**src/rtl/dual_xor_pkg.sv**
```systemverilog
// Shared definitions for the dual-XOR cipher configuration path: loader states and chain length.
package dual_xor_pkg;

  typedef enum logic [2:0] {
    IDLE,
    LOAD,
    SHIFT,
    VERIFY,
    DONE,
    ERROR
  } state_e;

  // Frame is {tx_taps, tx_state, rx_taps, rx_state}.
  localparam int unsigned FRAME_WORDS = 4;

  function automatic int unsigned chain_len(input int unsigned m);
    return FRAME_WORDS * m;
  endfunction

endpackage

```
**src/rtl/dual_xor_cfg_loader_if.sv**
```systemverilog
// Parallel configuration inputs, serial scan-chain link and status of the cipher config loader.
interface dual_xor_cfg_loader_if #(
  parameter int unsigned M = 32
);

  logic         start;
  logic         config_once;
  logic [M-1:0] tx_lfsr_taps;
  logic [M-1:0] tx_lfsr_state;
  logic [M-1:0] rx_lfsr_taps;
  logic [M-1:0] rx_lfsr_state;
  logic         cfg_en;
  logic         cfg_o;
  logic         cfg_i;
  logic         stream_en;
  logic         busy;
  logic         cfg_error;

  modport master (
    input  start, config_once, tx_lfsr_taps, tx_lfsr_state, rx_lfsr_taps, rx_lfsr_state, cfg_i,
    output cfg_en, cfg_o, stream_en, busy, cfg_error
  );

  modport slave (
    output start, config_once, tx_lfsr_taps, tx_lfsr_state, rx_lfsr_taps, rx_lfsr_state, cfg_i,
    input  cfg_en, cfg_o, stream_en, busy, cfg_error
  );

endinterface

```
**src/rtl/dual_xor_piso.sv**
```systemverilog
// N-bit parallel-load shift register, MSB out. Shifting rotates so the frame survives a full pass.
module dual_xor_piso #(
  parameter int unsigned N = 128
) (
  input  logic         clk,
  input  logic         rst,
  input  logic         load,
  input  logic         shift,
  input  logic [N-1:0] din,
  output logic         msb
);

  logic [N-1:0] sr_q;

  always_ff @(posedge clk) begin
    if (rst) begin
      sr_q <= '0;
    end else if (load) begin
      sr_q <= din;
    end else if (shift) begin
      sr_q <= {sr_q[N-2:0], sr_q[N-1]};
    end
  end

  assign msb = sr_q[N-1];

endmodule

```
**src/rtl/dual_xor_cfg_loader.sv**
```systemverilog
// Serialises TX/RX LFSR taps and seeds into the cipher config chain, verifies by a second pass,
// and gates the cipher stream enable on a verified load.
module dual_xor_cfg_loader
  import dual_xor_pkg::*;
#(
  parameter int unsigned M         = 32,
  parameter bit          AUTO_LOAD = 1'b1
) (
  input logic                  clk,
  input logic                  rst,
  dual_xor_cfg_loader_if.master bus
);

  localparam int unsigned    N    = chain_len(M);
  localparam int unsigned    CW   = $clog2(N);
  localparam logic [CW-1:0] LAST = CW'(N - 1);

  state_e          state_q, state_d;
  logic [CW-1:0]   cnt_q, cnt_d;
  logic            err_q, err_d;
  logic            first_q;
  logic            loaded_once_q;
  logic            en_q, busy_q, stream_q;
  logic            load, shift, mismatch, last_bit, frame_msb;
  logic [N-1:0]    frame;

  assign frame = {bus.tx_lfsr_taps, bus.tx_lfsr_state, bus.rx_lfsr_taps, bus.rx_lfsr_state};

  dual_xor_piso #(
    .N(N)
  ) u_piso (
    .clk  (clk),
    .rst  (rst),
    .load (load),
    .shift(shift),
    .din  (frame),
    .msb  (frame_msb)
  );

  always_comb begin
    state_d  = state_q;
    cnt_d    = cnt_q;
    err_d    = err_q;
    load     = 1'b0;
    shift    = 1'b0;
    last_bit = (cnt_q == LAST);
    // Readback is only meaningful during the verify pass.
    mismatch = (state_q == VERIFY) && (bus.cfg_i != frame_msb);
    unique case (state_q)
      IDLE: begin
        if (bus.start || (AUTO_LOAD && first_q)) state_d = LOAD;
      end
      LOAD: begin
        load    = 1'b1;
        cnt_d   = '0;
        err_d   = 1'b0;
        state_d = SHIFT;
      end
      SHIFT: begin
        shift = 1'b1;
        if (last_bit) begin
          cnt_d   = '0;
          state_d = VERIFY;
        end else begin
          cnt_d = cnt_q + 1'b1;
        end
      end
      VERIFY: begin
        shift = 1'b1;
        if (mismatch) err_d = 1'b1;
        if (last_bit) begin
          cnt_d   = '0;
          state_d = (err_q || mismatch) ? ERROR : DONE;
        end else begin
          cnt_d = cnt_q + 1'b1;
        end
      end
      DONE: begin
        if (bus.start && !(bus.config_once && loaded_once_q)) state_d = LOAD;
      end
      ERROR: begin
        if (bus.start) state_d = LOAD;
      end
      default: state_d = IDLE;
    endcase
  end

  always_ff @(posedge clk) begin
    if (rst) begin
      state_q       <= IDLE;
      cnt_q         <= '0;
      err_q         <= 1'b0;
      first_q       <= 1'b1;
      loaded_once_q <= 1'b0;
      en_q          <= 1'b0;
      busy_q        <= 1'b0;
      stream_q      <= 1'b0;
    end else begin
      state_q  <= state_d;
      cnt_q    <= cnt_d;
      err_q    <= err_d;
      first_q  <= 1'b0;
      en_q     <= (state_d == SHIFT) || (state_d == VERIFY);
      busy_q   <= (state_d == LOAD) || (state_d == SHIFT) || (state_d == VERIFY);
      stream_q <= (state_d == DONE);
      if (state_d == DONE) loaded_once_q <= 1'b1;
    end
  end

  assign bus.cfg_en    = en_q;
  assign bus.cfg_o     = en_q & frame_msb;
  assign bus.busy      = busy_q;
  assign bus.stream_en = stream_q;
  assign bus.cfg_error = err_q;

endmodule

```
**src/flat_wrapper.sv**
```systemverilog
// flat-port wrapper written by rule: the top's interface ports become plain ports
module dual_xor_cfg_loader_flat import dual_xor_pkg::*;
#(
  parameter int unsigned M         = 32,
  parameter bit          AUTO_LOAD = 1'b1
)
  (clk, rst, bus_start, bus_config_once, bus_tx_lfsr_taps, bus_tx_lfsr_state, bus_rx_lfsr_taps, bus_rx_lfsr_state, bus_cfg_i, bus_cfg_en, bus_cfg_o, bus_stream_en, bus_busy, bus_cfg_error);
  dual_xor_cfg_loader_if #(.M(M)) bus_i ();
  input logic clk;
  input logic rst;
  input wire logic [$bits(bus_i.start)-1:0] bus_start;
  input wire logic [$bits(bus_i.config_once)-1:0] bus_config_once;
  input wire logic [$bits(bus_i.tx_lfsr_taps)-1:0] bus_tx_lfsr_taps;
  input wire logic [$bits(bus_i.tx_lfsr_state)-1:0] bus_tx_lfsr_state;
  input wire logic [$bits(bus_i.rx_lfsr_taps)-1:0] bus_rx_lfsr_taps;
  input wire logic [$bits(bus_i.rx_lfsr_state)-1:0] bus_rx_lfsr_state;
  input wire logic [$bits(bus_i.cfg_i)-1:0] bus_cfg_i;
  output wire logic [$bits(bus_i.cfg_en)-1:0] bus_cfg_en;
  output wire logic [$bits(bus_i.cfg_o)-1:0] bus_cfg_o;
  output wire logic [$bits(bus_i.stream_en)-1:0] bus_stream_en;
  output wire logic [$bits(bus_i.busy)-1:0] bus_busy;
  output wire logic [$bits(bus_i.cfg_error)-1:0] bus_cfg_error;
  assign bus_i.start = bus_start;
  assign bus_i.config_once = bus_config_once;
  assign bus_i.tx_lfsr_taps = bus_tx_lfsr_taps;
  assign bus_i.tx_lfsr_state = bus_tx_lfsr_state;
  assign bus_i.rx_lfsr_taps = bus_rx_lfsr_taps;
  assign bus_i.rx_lfsr_state = bus_rx_lfsr_state;
  assign bus_i.cfg_i = bus_cfg_i;
  assign bus_cfg_en = bus_i.cfg_en;
  assign bus_cfg_o = bus_i.cfg_o;
  assign bus_stream_en = bus_i.stream_en;
  assign bus_busy = bus_i.busy;
  assign bus_cfg_error = bus_i.cfg_error;
  dual_xor_cfg_loader #(.M(M), .AUTO_LOAD(AUTO_LOAD)) u_core (.clk(clk), .rst(rst), .bus(bus_i));
endmodule
```
**config.mk**
```make
export PLATFORM = sky130hd
export DESIGN_NAME = dual_xor_cfg_loader_flat
export DESIGN_NICKNAME = d
export VERILOG_FILES = /design/src/rtl/dual_xor_pkg.sv /design/src/rtl/dual_xor_cfg_loader_if.sv /design/src/rtl/dual_xor_piso.sv /design/src/rtl/dual_xor_cfg_loader.sv /design/src/flat_wrapper.sv
export SDC_FILE = /design/constraint.sdc
export NUM_CORES = 1
export LEC_CHECK = 0
export CORE_MARGIN = 2
export CORE_UTILIZATION = 50
export DETAILED_ROUTE_END_ITERATION = 10
export GPL_ROUTABILITY_DRIVEN = 0
export GPL_TIMING_DRIVEN = 0
export PLACE_DENSITY = 0.8
export SLEW_MARGIN = 20
export SYNTH_ARGS = -nofsm -noshare
export SYNTH_HDL_FRONTEND = slang
export SYNTH_SLANG_ARGS = --single-unit
```
**constraint.sdc**
```tcl
create_clock -name clk -period 1.7 [get_ports clk]
set_input_delay 0.34 -clock clk [delete_from_list [all_inputs] [get_ports clk]]
set_output_delay 0.34 -clock clk [all_outputs]
set_load 0.02 [all_outputs]
```
# After elaboration in Yosys (flattened, before gate mapping)

Cells that the tools add are included.

Bits in registers: 144
Latch bits: 0
Bits in writable memories: 0
ROM bits: 0
Input bits: 133
Output and inout bits: 5
Logic and storage cells: 54
Memories: 0

Add/sub/neg operators: 1
Multiply operators: 0
Div/mod/pow operators: 0
$lt $le $gt $ge: 0
Equality and inequality tests: 12
Shift-type cells: 0
Muxes and demuxes: 16
Bitwise logic cells: 1
Reduce and logical (&&, ||, !) cells: 15

Operators by type and width:

| cell                                                                     | number |
|---|---|
| 128-bit two-way mux                                                      | 2 |
| 3-bit case mux with 6 select lines                                       | 1 |
| 3-bit two-way mux                                                        | 5 |
| 7-bit case mux with 2 select lines                                       | 1 |
| 3-bit by 2-bit == test with 1-bit output (second input constant)         | 4 |
| 3-bit == test (second input constant)                                    | 3 |
| 7-bit by 1-bit adder with 7-bit output (second input constant)           | 1 |
| 7-bit == test (second input constant)                                    | 1 |
| 7-bit two-way mux                                                        | 1 |
| 3-bit by 1-bit == test with 1-bit output (second input constant)         | 2 |
| 2-bit nonzero test                                                       | 3 |
| 1-bit logical OR                                                         | 5 |
| 1-bit two-way mux                                                        | 5 |
| 1-bit logical AND                                                        | 3 |
| 3-bit zero test                                                          | 1 |
| 2-bit by 1-bit inequality test with 1-bit output (second input constant) | 1 |
| 1-bit case mux with 2 select lines                                       | 1 |
| 2-bit AND reduction                                                      | 1 |
| 2-bit OR reduction                                                       | 1 |
| 1-bit AND                                                                | 1 |
| 1-bit zero test                                                          | 1 |
| 1-bit inequality test                                                    | 1 |

# Logic depth before layout (Yosys ltp)

Gate-level depths: netlist of the first run.

Word-level depth: 9
Gate-level depth with buffers: 7
Mapped depth without buffers: 6

# Hierarchy

From an unflattened synthesis of the first run, not the netlist that was laid out.

Cell total of the unflattened synthesis: 656
Area total of the unflattened synthesis: 7458.4 sq um

Modules (own cells, without submodules):

| module              | instances | cells an instance | area each (sq um) | sequential area each (sq um) |
|---|---|---|---|---|
| dual_xor_piso       | 1         | 569               | 6658.9            | 2562.5 |
| dual_xor_cfg_loader | 1         | 87                | 799.5             | 320.3 |

# Worst setup path after synthesis of the first run

OpenSTA, ideal clock, no wires.

Path kind: reg2reg
From: register u_core.cnt_q[0]
To: register u_core.loaded_once_q
Library setup time: 84 ps
Arrival time: 1283 ps
Data required time: 1616 ps
Path slack: 333 ps
Stages on the path, launching flop included: 7
Buffers on the path: 0
Period minus slack after synthesis: 1367 ps
Cell sequence: dfxtp_1 > ha_1 > nand2_1 > o21a_1 > o21ai_2 > nand3_1 > o31ai_2

Word-level cells in the longest chain between the ends: 4
Elaborated cells between the ends (all ways): 5
Those cells by class: 2 x eq/ne; 3 x mux

Ends and longest elaborated chain:

| item                                 | line                                                 | source |
|---|---|---|
| from (decl)                          | dual_xor_cfg_loader.sv:19                            | `logic [CW-1:0] cnt_q, cnt_d;` |
| from (signal assigned)               | dual_xor_cfg_loader.sv:100                           | `cnt_q <= cnt_d;` |
| 7-bit == test *                      | dual_xor_cfg_loader.sv:46                            | `last_bit = (cnt_q == LAST);` |
| 3-bit two-way mux (on tied branches) | dual_xor_cfg_loader.sv:71, dual_xor_cfg_loader.sv:61 |  |
| 3-bit case mux with 6 select lines * | dual_xor_cfg_loader.sv:49                            | `unique case (state_q)` |
| 3-bit == test *                      | dual_xor_cfg_loader.sv:106                           | `if (state_d == DONE) loaded_once_q <= 1'b1;` |
| to (signal assigned)                 | dual_xor_cfg_loader.sv:94                            | `loaded_once_q <= 1'b0;` |
| to (signal assigned)                 | dual_xor_cfg_loader.sv:106                           |  |
| to (decl)                            | dual_xor_cfg_loader.sv:22                            | `logic loaded_once_q;` |

Mark *: on every way between the ends. The rest lies on a longest branch, timed or not.
A chain may end at the register's enable or synchronous reset.

# Worst setup path in the final report of the first run

From: input rst
To: register u_core.u_piso.sr_q[35]

RTL lines:

| item                 | line                | source |
|---|---|---|
| from (decl)          | flat_wrapper.sv:10  | `input logic rst;` |
| to (signal assigned) | dual_xor_piso.sv:19 | `sr_q <= din;` |
| to (signal assigned) | dual_xor_piso.sv:21 | `sr_q <= {sr_q[N-2:0], sr_q[N-1]};` |
| to (decl)            | dual_xor_piso.sv:13 | `logic [N-1:0] sr_q;` |

No word-level cell between the ends.

==> impl_metrics.env, run 1 <==
export IMPL_fmax_mhz=606
export IMPL_synth_simple_area_share_pct=2.56
export IMPL_start_util_pct=50.6
export IMPL_synthCells=669
export IMPL_fin_nets=958
export IMPL_setup_violations=0
export IMPL_final_period_utilization_pct=97.1
export IMPL_antenna_found_initial=0
export IMPL_clk_path_buf_depth=2
export IMPL_dp_hpwl_mm=11.6
export IMPL_synthDistinctLibCells=33
export IMPL_cts_max_level=4
export IMPL_synth_nets=803
export IMPL_hold_viol_final=0
export IMPL_critPathLaunchType="input port"
export IMPL_overflow=0
export IMPL_cts_hold_buf=0
export IMPL_status="completed"
export IMPL_num_rows=40
export IMPL_grt_max_degree=17
export IMPL_avgSynthCellArea_um2=8.97
export IMPL_multi_input_area_um2=2300
export IMPL_setup_worst_path_end_class="flop"
export IMPL_criticalPathCategory="in2reg"
export IMPL_insertedDiodeCount=0
export IMPL_numCtsBuffers=17
export IMPL_maxSlewHeadroom_pct=68.4
export IMPL_die_h_um=114
export IMPL_critPathMaxFanout=10
export IMPL_dp_cells=953
export IMPL_drive_above_1_share_pct=10.0
export IMPL_cts_tree="yes"
export IMPL_power_density_nw_per_um2=1220
export IMPL_fin_area_um2=8240
export IMPL_arrival_ns=1.92
export IMPL_area_growth_syn_to_layout_pct=37.2
export IMPL_ys_warn_count=0
export IMPL_synth_area_um2=6000
export IMPL_synth_xor_area_share_pct=0.146
export IMPL_synthMuxAreaShare_pct=0.188
export IMPL_drt_iter0_markers=608
export IMPL_grt_pass1_wl_mm=26.9
export IMPL_routed_wl_mm=16.7
export IMPL_fin_util_pct=69.5
export IMPL_yosys_area_share_adder_pct=0.208
export IMPL_min_path_type="reg2reg"
export IMPL_cts_root_buf="clkbuf_16"
export IMPL_peakVddDrop_mv=0.817
export IMPL_place_area_um2=7560
export IMPL_crit_required_ns=1.97
export IMPL_yosysSeqAreaShare_pct=48.0
export IMPL_routed_via_density=6.04
export IMPL_skew_ns=0.0136
export IMPL_clock_latency_ns=0.42
export IMPL_dr_pass1_iters=5
export IMPL_slew_violations=0
export IMPL_drc_errors=0
export IMPL_clkSinkCount=144
export IMPL_ant_nets=0
export IMPL_wl_per_cell_um=16.9
export IMPL_stdcell_count=984
export IMPL_rsz0062_at_grt="true"
export IMPL_post_cts_buffers=0
export IMPL_max_cap_violations=0
export IMPL_core_area_um2=11900
export IMPL_fill_cells=939
export IMPL_synth_top_family_by_area="compound AO/OA/AOI/OAI gates"
export IMPL_fin_crit_ns=1.65
export IMPL_io_buffers=137
export IMPL_grt_usage_pct=25.6
export IMPL_regArea_um2=2880
export IMPL_dieArea_um2=12900
export IMPL_grt_pass1_vias=5814
export IMPL_synth_seq_cells=144
export IMPL_ios=138
export IMPL_synth_compound_area_share_pct=35.1
export IMPL_power_leakage_nw=3.09
export IMPL_tightest_slew_ns=0.474
export IMPL_clkSlewWorstSetupHoldPaths_ns=0.06
export IMPL_die_w_um=114
export IMPL_vias=5948
## critical path, cell delays in order
cell and delay [ns]:
clkdlybuf4s50_1 0.72, clkbuf_2 0.36, clkbuf_1 0.38, a221oi_1 0.11
## worst paths after layout
check	startpoint	end	slack [ns]	cells past startpoint
max	rst	u_core.u_piso.sr_q[35]	0.05	4
min reg2reg	u_core.loaded_once_q	u_core.loaded_once_q	0.46	2
max reg2reg	u_core.state_q[1]	u_core.u_piso.sr_q[53]	0.11	6
min	u_core.loaded_once_q	u_core.loaded_once_q	0.46	2
## what timing repair did
action,in CTS,in global routing
setup endpoints to repair,107,64
hold endpoints to repair,0,0
gates cloned,0,0
resized for setup,14,15
## where the power goes
group | internal [mW] | switching [mW]
clock | 2.67 | 1.38
sequential | 3.86 | 0.255
combinational | 0.933 | 0.939
total | 7.46 | 2.57
## placed cells by master, fill, tap and decap left out, drive strengths merged
cell | netlist | routed
dfxtp | 144 | 144
clkdlybuf4s50 | 0 | 132
inv | 132 | 132
o22ai | 128 | 128
a221oi | 128 | 128
clkbuf | 37 | 66
buf | 37 | 28
nor2 | 17 | 17
nand2 | 7 | 7
o21ai | 6 | 6
bufinv | 0 | 5
a311oi | 4 | 4
clkinv | 0 | 4
dlygate4sd2 | 0 | 4
nand3 | 3 | 3
a22oi | 3 | 3
a21oi | 3 | 3
nor3 | 2 | 2
and3 | 2 | 2
a31oi | 2 | 2
clkinvlp | 0 | 2
and2 | 1 | 1
nand4 | 1 | 1
and2b | 1 | 1
a32o | 1 | 1
o21a | 1 | 1
a211oi | 1 | 1
mux2 | 1 | 1
xor2 | 1 | 1
o311ai | 1 | 1
nor2b | 1 | 1
o221ai | 1 | 1
o31ai | 1 | 1
a21o | 1 | 1
ha | 1 | 1
clkdlybuf4s15 | 0 | 1
## metrics by stage
stage	total power [mW]	setup WS [ns]	TNS, ns	hold WS [ns]
after floorplan	5.31	0.333	0	0.368
after global placement	5.88	-0.615	-55.27	0.450
after detailed placement	6.01	-0.698	-61.77	0.454
after CTS	10.0	0.0229	0	0.468
after global routing	10.5	-0.00618	-0.00923	0.484
final	10.0	0.0500	0	0.464
## cells by family (layout without fill, tap and decap cells)
group,Yosys count,count (layout)
compound gates,281,281
buf+inv,206,374
flops,144,144
simple gates,35,35
fa+ha+maj,1,1
xor+xnor,1,1
mux,1,1
## metal layers
layer | GRT usage (%) | up-vias | part of all wire (%)
met5 | 0 | - | 0
met4 | 8.37 | 0 | 1.5
met3 | 6.38 | 23 | 6.1
met2 | 43.2 | 221 | 49
met1 | 32.2 | 2866 | 43
li1 | - | 2838 | -
## state kept, by name (all words and copies together), names as in the netlist
name                  count
u_core.u_piso.sr_q      128
u_core.state_q            3
u_core.first_q            1
u_core.bus.cfg_error      1
u_core.loaded_once_q      1
u_core.bus.busy           1
u_core.cnt_q              7
u_core.bus.cfg_en         1
u_core.bus.stream_en      1
## synthesized netlist by cell type
master / count / share of area (%)
o31ai_2: 1 / 0.21
nand2_1: 7 / 0.44
nand3_1: 3 / 0.25
buf_2: 34 / 2.8
a32o_1: 1 / 0.17
buf_4: 3 / 0.38
clkbuf_1: 37 / 2.3
a21o_1: 1 / 0.13
o21ai_0: 4 / 0.33
xor2_1: 1 / 0.15
nand4_1: 1 / 0.10
and3_1: 2 / 0.21
nor3_1: 2 / 0.17
a221oi_1: 128 / 19
a211oi_1: 1 / 0.13
and2_1: 1 / 0.10
nor2b_1: 1 / 0.10
a311oi_1: 4 / 0.58
a21oi_1: 3 / 0.25
a22oi_1: 3 / 0.38
inv_2: 2 / 0.13
nor2_1: 17 / 1.1
o21ai_2: 2 / 0.29
mux2_2: 1 / 0.19
a31oi_1: 2 / 0.21
o21a_1: 1 / 0.13
o221ai_1: 1 / 0.15
o311ai_1: 1 / 0.15
ha_1: 1 / 0.21
inv_1: 130 / 8.1
dfxtp_1: 144 / 48
o22ai_1: 128 / 13
and2b_1: 1 / 0.13
## final cells by class
cell class                 count  share of cell area [%]
multi-input combinational    319                    27.9
sequential                   144                    35.0
clock inverter                11                    2.25
inverter                     132                    6.01
clock buffer                  21                    5.59
buffer                        73                    4.42
tap                          147                    2.23
timing repair buffer         137                    16.6
Power figures use the tool's default switching activity.
==> inputs of run 2 (changes only) <==
--- a/config.mk
+++ b/config.mk
@@ -10,7 +10,7 @@
 export DETAILED_ROUTE_END_ITERATION = 10
 export GPL_ROUTABILITY_DRIVEN = 0
 export GPL_TIMING_DRIVEN = 0
-export PLACE_DENSITY = 0.8
+export PLACE_DENSITY = 0.9
 export SLEW_MARGIN = 20
 export SYNTH_ARGS = -nofsm -noshare
 export SYNTH_HDL_FRONTEND = slang
==> run 2 against run 1 <==
Power shrank 0.38%. Register-to-register slack lost 0.03 ns. Clock power is essentially flat. Worst setup slack gained 0.022 ns. Flip-flop and latch count is the same. Design area shrank 0.12%. Routed wire length shrank 2.2%. Worst hold slack gained 0.0030 ns. Clock-buffer cell count shrank 1. Global-route usage shrank 0.62 points. First-iteration DRC count grew 5.4%. Critical path type is now reg2out. Largest cell class unchanged. Highest routed layer unchanged.
==> impl_metrics.env, run 2 (synthesized netlist as in run 1, its figures left out) <==
export IMPL_status="completed"
export IMPL_critPathLaunchType="flop"
export IMPL_fin_crit_ns=1.63
export IMPL_fin_nets=958
export IMPL_cts_root_buf="clkbuf_16"
export IMPL_start_util_pct=50.6
export IMPL_io_buffers=137
export IMPL_setup_worst_path_end_class="output port"
export IMPL_die_h_um=114
export IMPL_crit_required_ns=1.36
export IMPL_fin_ws_ns=0.0720
export IMPL_grt_max_degree=17
export IMPL_power_mw=10.0
export IMPL_fin_tns_setup_ns=0
export IMPL_final_common_cell="dfxtp_1"
export IMPL_dp_slack_ns=-0.672
export IMPL_hold_worst_slack_ns=0.467
export IMPL_overflow=0
export IMPL_critPathMaxFanout=4
export IMPL_power_leakage_nw=3.11
export IMPL_maxSlewHeadroom_pct=67.5
export IMPL_ios=138
export IMPL_num_rows=40
export IMPL_reg2reg_from="u_core.cnt_q[0]"
export IMPL_fin_util_pct=69.4
export IMPL_grt_pass1_wl_mm=26.3
export IMPL_dr_pass1_iters=5
export IMPL_insertedDiodeCount=0
export IMPL_drc_errors=0
export IMPL_criticalPathCategory="reg2out"
export IMPL_tightest_slew_ns=0.487
export IMPL_min_path_type="reg2reg"
export IMPL_wl_per_cell_um=16.6
export IMPL_dieArea_um2=12900
export IMPL_cts_tree="yes"
export IMPL_mostFrequentLayoutCells="dfxtp_1 (144), clkdlybuf4s50_1 (132), inv_1 (130), o22ai_1 (128), a221oi_1 (128)"
export IMPL_drt_iter0_markers=641
export IMPL_dp_hpwl_mm=10.6
export IMPL_min_to="u_core.u_piso.sr_q[123]"
export IMPL_core_area_um2=11900
export IMPL_setup_violations=0
export IMPL_arrival_ns=1.29
export IMPL_clkSinkCount=144
export IMPL_clock_latency_ns=0.41
export IMPL_cts_hold_buf=0
export IMPL_vias=5896
export IMPL_cts_max_level=4
export IMPL_numCtsBuffers=17
export IMPL_antenna_found_initial=0
export IMPL_drive_above_1_share_pct=10.4
export IMPL_final_period_utilization_pct=95.8
export IMPL_power_density_nw_per_um2=1210
export IMPL_routed_via_density=6.00
export IMPL_area_growth_syn_to_layout_pct=37.1
export IMPL_reg2regPathDepth=5
export IMPL_clkSlewWorstSetupHoldPaths_ns=0.06
export IMPL_top_register="u_core.u_piso.sr_q"
export IMPL_ant_nets=0
export IMPL_hold_viol_final=0
export IMPL_clk_path_buf_depth=2
export IMPL_fmax_mhz=614
export IMPL_hold_start="u_core.u_piso.sr_q[123]"
export IMPL_ff2ff_setup_slack_ns=0.08
export IMPL_rsz0062_at_grt="true"
export IMPL_die_w_um=114
export IMPL_largest_register_ffs=128
export IMPL_reg_top3="u_core.u_piso.sr_q x128, u_core.cnt_q x7, u_core.state_q x3"
export IMPL_max_cap_violations=0
export IMPL_r2r_end="u_core.cnt_q[5]"
export IMPL_slew_violations=0
export IMPL_peakVddDrop_mv=0.645
export IMPL_holdPathStages=2
export IMPL_grt_usage_pct=25.0
export IMPL_skew_ns=0.00775
export IMPL_routed_wl_mm=16.3
export IMPL_grt_pass1_vias=5640
## run 2: changes by cell type in the layout (fill, tap and decap cells not counted), sizes merged
cell          delta
clkinv           +1
clkbuf           -6
buf              +5
dlymetal6s2s     +2
dlygate4sd2      -2
clkinvlp         -2
## run 2: worst max path at each step
stage / start / end / slack [ns] / cells after the start
finish: u_core.u_piso.sr_q[127] / bus_cfg_o / 0.07 / 2
global route: u_core.cnt_q[0] / u_core.bus.busy / -0.02 / 6
CTS: rst / u_core.u_piso.sr_q[46] / 0.003 / 5
detailed placement: rst / u_core.u_piso.sr_q[8] / -0.67 / 5
global placement: rst / u_core.u_piso.sr_q[60] / -0.64 / 5
floorplan: u_core.cnt_q[0] / u_core.loaded_once_q / 0.33 / 6
## run 2: repair_timing
action	in CTS	in global routing
setup endpoints to repair	103	83
gates resized for setup	10	25
setup buffers	0	0
## run 2: power by group
part | switching (mW) | leakage [nW] | internal [mW] | total (mW)
registers | 0.252 | 1.19 | 3.86 | 4.11
logic | 0.936 | 1.61 | 0.929 | 1.87
clock network | 1.39 | 0.310 | 2.63 | 4.02
total | 2.58 | 3.11 | 7.42 | 10.0
## run 2: routing by layer
layer,global-route usage (%),wire length [um],vias up
met2,39.2,7670,234
met1,33.7,7320,2788
li1,-,-,2838
met3,5.21,885,36
met5,0,0,-
met4,10.2,405,0
## run 2: cell type report
| type | count | area, um^2 |
|---|---|---|
| tap | 147 | 184 |
| buffer | 73 | 357 |
| clock buffer | 20 | 447 |
| clock inverter | 10 | 186 |
| inverter | 132 | 495 |
| sequential | 144 | 2880 |
| multi-input combinational | 319 | 2300 |
| timing repair buffer | 137 | 1370 |
| fill | 919 | 3630 |
## run 2: stage by stage
stage	cell area [um^2]	std cells
floorplan	6000	669
global placement	7560	953
detailed placement	7560	953
CTS	8200	983
global route	8230	982
finish	8230	982
## run 2: critical path, stage by stage, from the launching register on
cell and delay [ns]:
dfxtp_1 0.43, and2_1 0.16, clkdlybuf4s15_1 0.30
==> inputs of run 3 (changes only) <==
--- a/config.mk
+++ b/config.mk
@@ -6,11 +6,11 @@
 export NUM_CORES = 1
 export LEC_CHECK = 0
 export CORE_MARGIN = 2
-export CORE_UTILIZATION = 50
+export CORE_UTILIZATION = 30
 export DETAILED_ROUTE_END_ITERATION = 10
 export GPL_ROUTABILITY_DRIVEN = 0
 export GPL_TIMING_DRIVEN = 0
-export PLACE_DENSITY = 0.9
+export PLACE_DENSITY = 0.62
 export SLEW_MARGIN = 20
 export SYNTH_ARGS = -nofsm -noshare
 export SYNTH_HDL_FRONTEND = slang
==> run 3 against run 2 <==
Die area rose by 64%. Clock power shrank 12%. Power down 5.1%. Fmax increased by 0.14%. Critical path type is now in2reg. Design area grew 0.78%. Clock-buffer cell count up 4.
==> impl_metrics.env, run 3 (synthesized netlist as in run 1, its figures left out) <==
export IMPL_vias=5727
export IMPL_dr_pass1_iters=5
export IMPL_setup_violations=0
export IMPL_arrival_ns=1.93
export IMPL_power_density_nw_per_um2=1140
export IMPL_wl_per_cell_um=15.7
export IMPL_antenna_found_initial=1
export IMPL_numCtsBuffers=17
export IMPL_drc_errors=0
export IMPL_fin_nets=958
export IMPL_reg_top3="u_core.u_piso.sr_q x128, u_core.cnt_q x7, u_core.state_q x3"
export IMPL_drt_iter0_markers=251
export IMPL_dp_slack_ns=-0.766
export IMPL_cts_max_level=4
export IMPL_cts_root_buf="clkbuf_16"
export IMPL_grt_max_degree=17
export IMPL_grt_usage_pct=16.4
export IMPL_crit_start="rst"
export IMPL_critPathMaxFanout=10
export IMPL_slew_violations=0
export IMPL_routed_via_density=5.21
export IMPL_final_common_cell="dfxtp_1"
export IMPL_area_growth_syn_to_layout_pct=38.1
export IMPL_grt_pass1_vias=5775
export IMPL_core_area_um2=19500
export IMPL_top_usage_layer="met2"
export IMPL_maxSlewHeadroom_pct=67.0
export IMPL_hold_start="u_core.u_piso.sr_q[6]"
export IMPL_met3_usage_pct=5.55
export IMPL_critPathLaunchType="input port"
export IMPL_ant_nets=0
export IMPL_overflow=0
export IMPL_rsz0062_at_grt="true"
export IMPL_largest_register_ffs=128
export IMPL_num_rows=51
export IMPL_power_frac_clock_pct=37.2
export IMPL_min_path_type="reg2reg"
export IMPL_fin_crit_ns=1.63
export IMPL_die_h_um=145
export IMPL_p_sw_share_pct=26.6
export IMPL_fin_ws_ns=0.0743
export IMPL_grt_pass1_wl_mm=28.6
export IMPL_mostFrequentLayoutCells="dfxtp_1 (144), clkdlybuf4s50_1 (132), inv_1 (130), o22ai_1 (128), a221oi_1 (128)"
export IMPL_dp_hpwl_mm=11.7
export IMPL_start_util_pct=30.7
export IMPL_tightest_slew_ns=0.495
export IMPL_drive_above_1_share_pct=10.6
export IMPL_io_buffers=137
export IMPL_dieArea_um2=21200
export IMPL_clkSlewWorstSetupHoldPaths_ns=0.06
export IMPL_top_register="u_core.u_piso.sr_q"
export IMPL_power_leakage_nw=3.06
export IMPL_ios=138
export IMPL_final_period_utilization_pct=95.6
export IMPL_hold_viol_final=0
export IMPL_cts_tree="yes"
export IMPL_seqPwrFrac_pct=43.2
export IMPL_reg2reg_from="u_core.state_q[2]"
export IMPL_status="completed"
export IMPL_max_cap_violations=0
export IMPL_fill_cells=1932
export IMPL_share_comb_of_total_power_pct=19.6
export IMPL_die_w_um=145
export IMPL_setup_worst_path_end_class="flop"
export IMPL_clock_latency_ns=0.41
export IMPL_ff2ff_setup_slack_ns=0.11
export IMPL_clkSinkCount=144
export IMPL_criticalPathCategory="in2reg"
export IMPL_skew_ns=0.00712
export IMPL_peakVddDrop_mv=0.611
export IMPL_post_cts_buffers=0
export IMPL_p_int_mw=6.96
export IMPL_clk_path_buf_depth=2
export IMPL_fmax_mhz=615
export IMPL_use_met2_pct=24.7
export IMPL_power_mw=9.49
export IMPL_routed_wl_mm=17.3
export IMPL_crit_required_ns=2.00
export IMPL_met1_usage_pct=22.3
export IMPL_switchingPower_mw=2.52
run 3: repair_timing:
item,4_1_cts,5_1_grt
endpoints found under the setup margin,108,97
hold buffers,0,0
gates resized for setup,9,36
run 3: path summary, 6_finish.rpt:
path / to / depth (start not counted)
worst min register to register: u_core.u_piso.sr_q[6] / 2
worst min-delay path: u_core.u_piso.sr_q[6] / 2
worst max-delay path: u_core.cnt_q[5] / 4
worst max register to register: u_core.u_piso.sr_q[61] / 4
run 3: through the flow:
| stage | cell area (um^2) | hold WS [ns] | util, % | cells | setup TNS [ns] |
|---|---|---|---|---|---|
| finish | 8290 | 0.465 | 42.5 | 1100 | 0 |
| global route | 8290 | 0.480 | 42.5 | 1100 | -0.210 |
| CTS | 8260 | 0.468 | 42.3 | 1099 | 0 |
| detailed placement | 7710 | 0.455 | 39.5 | 1071 | -71.66 |
| global placement | 7710 | 0.447 | 39.5 | 1071 | -73.88 |
| floorplan | 6000 | 0.368 | - | 669 | 0 |
run 3: routing by layer:
metal | vias up | share of wire (%)
li1 | 2841 | -
met5 | - | 0
met4 | 0 | 1.3
met2 | 153 | 45
met3 | 14 | 5.3
met1 | 2719 | 49
run 3: worst max-delay path: stages:
cell             delay (ns)
clkdlybuf4s50_1        0.71
clkbuf_1               0.45
inv_1                  0.15
a32o_1                 0.28
run 3: final cells by class:
class                      count  area (um^2)  share of cell area [%]
buffer                        73          362                    4.36
antenna                        1         2.50                  0.0302
clock inverter                 5         55.1                   0.664
tap                          265          332                    4.00
timing repair buffer         137         1360                    16.4
inverter                     132          495                    5.97
sequential                   144         2880                    34.8
clock buffer                  24          502                    6.05
multi-input combinational    319         2300                    27.7
run 3: power by group through the flow:
stage,Combinational (mW),Clock [mW],Sequential (mW)
2_1_floorplan,1.20,0,4.11
3_3_place_gp,1.83,0,4.15
3_5_place_dp,1.85,0,4.16
4_1_cts,1.85,3.62,4.09
5_1_grt,2.08,3.78,4.15
6_report,1.86,3.53,4.09
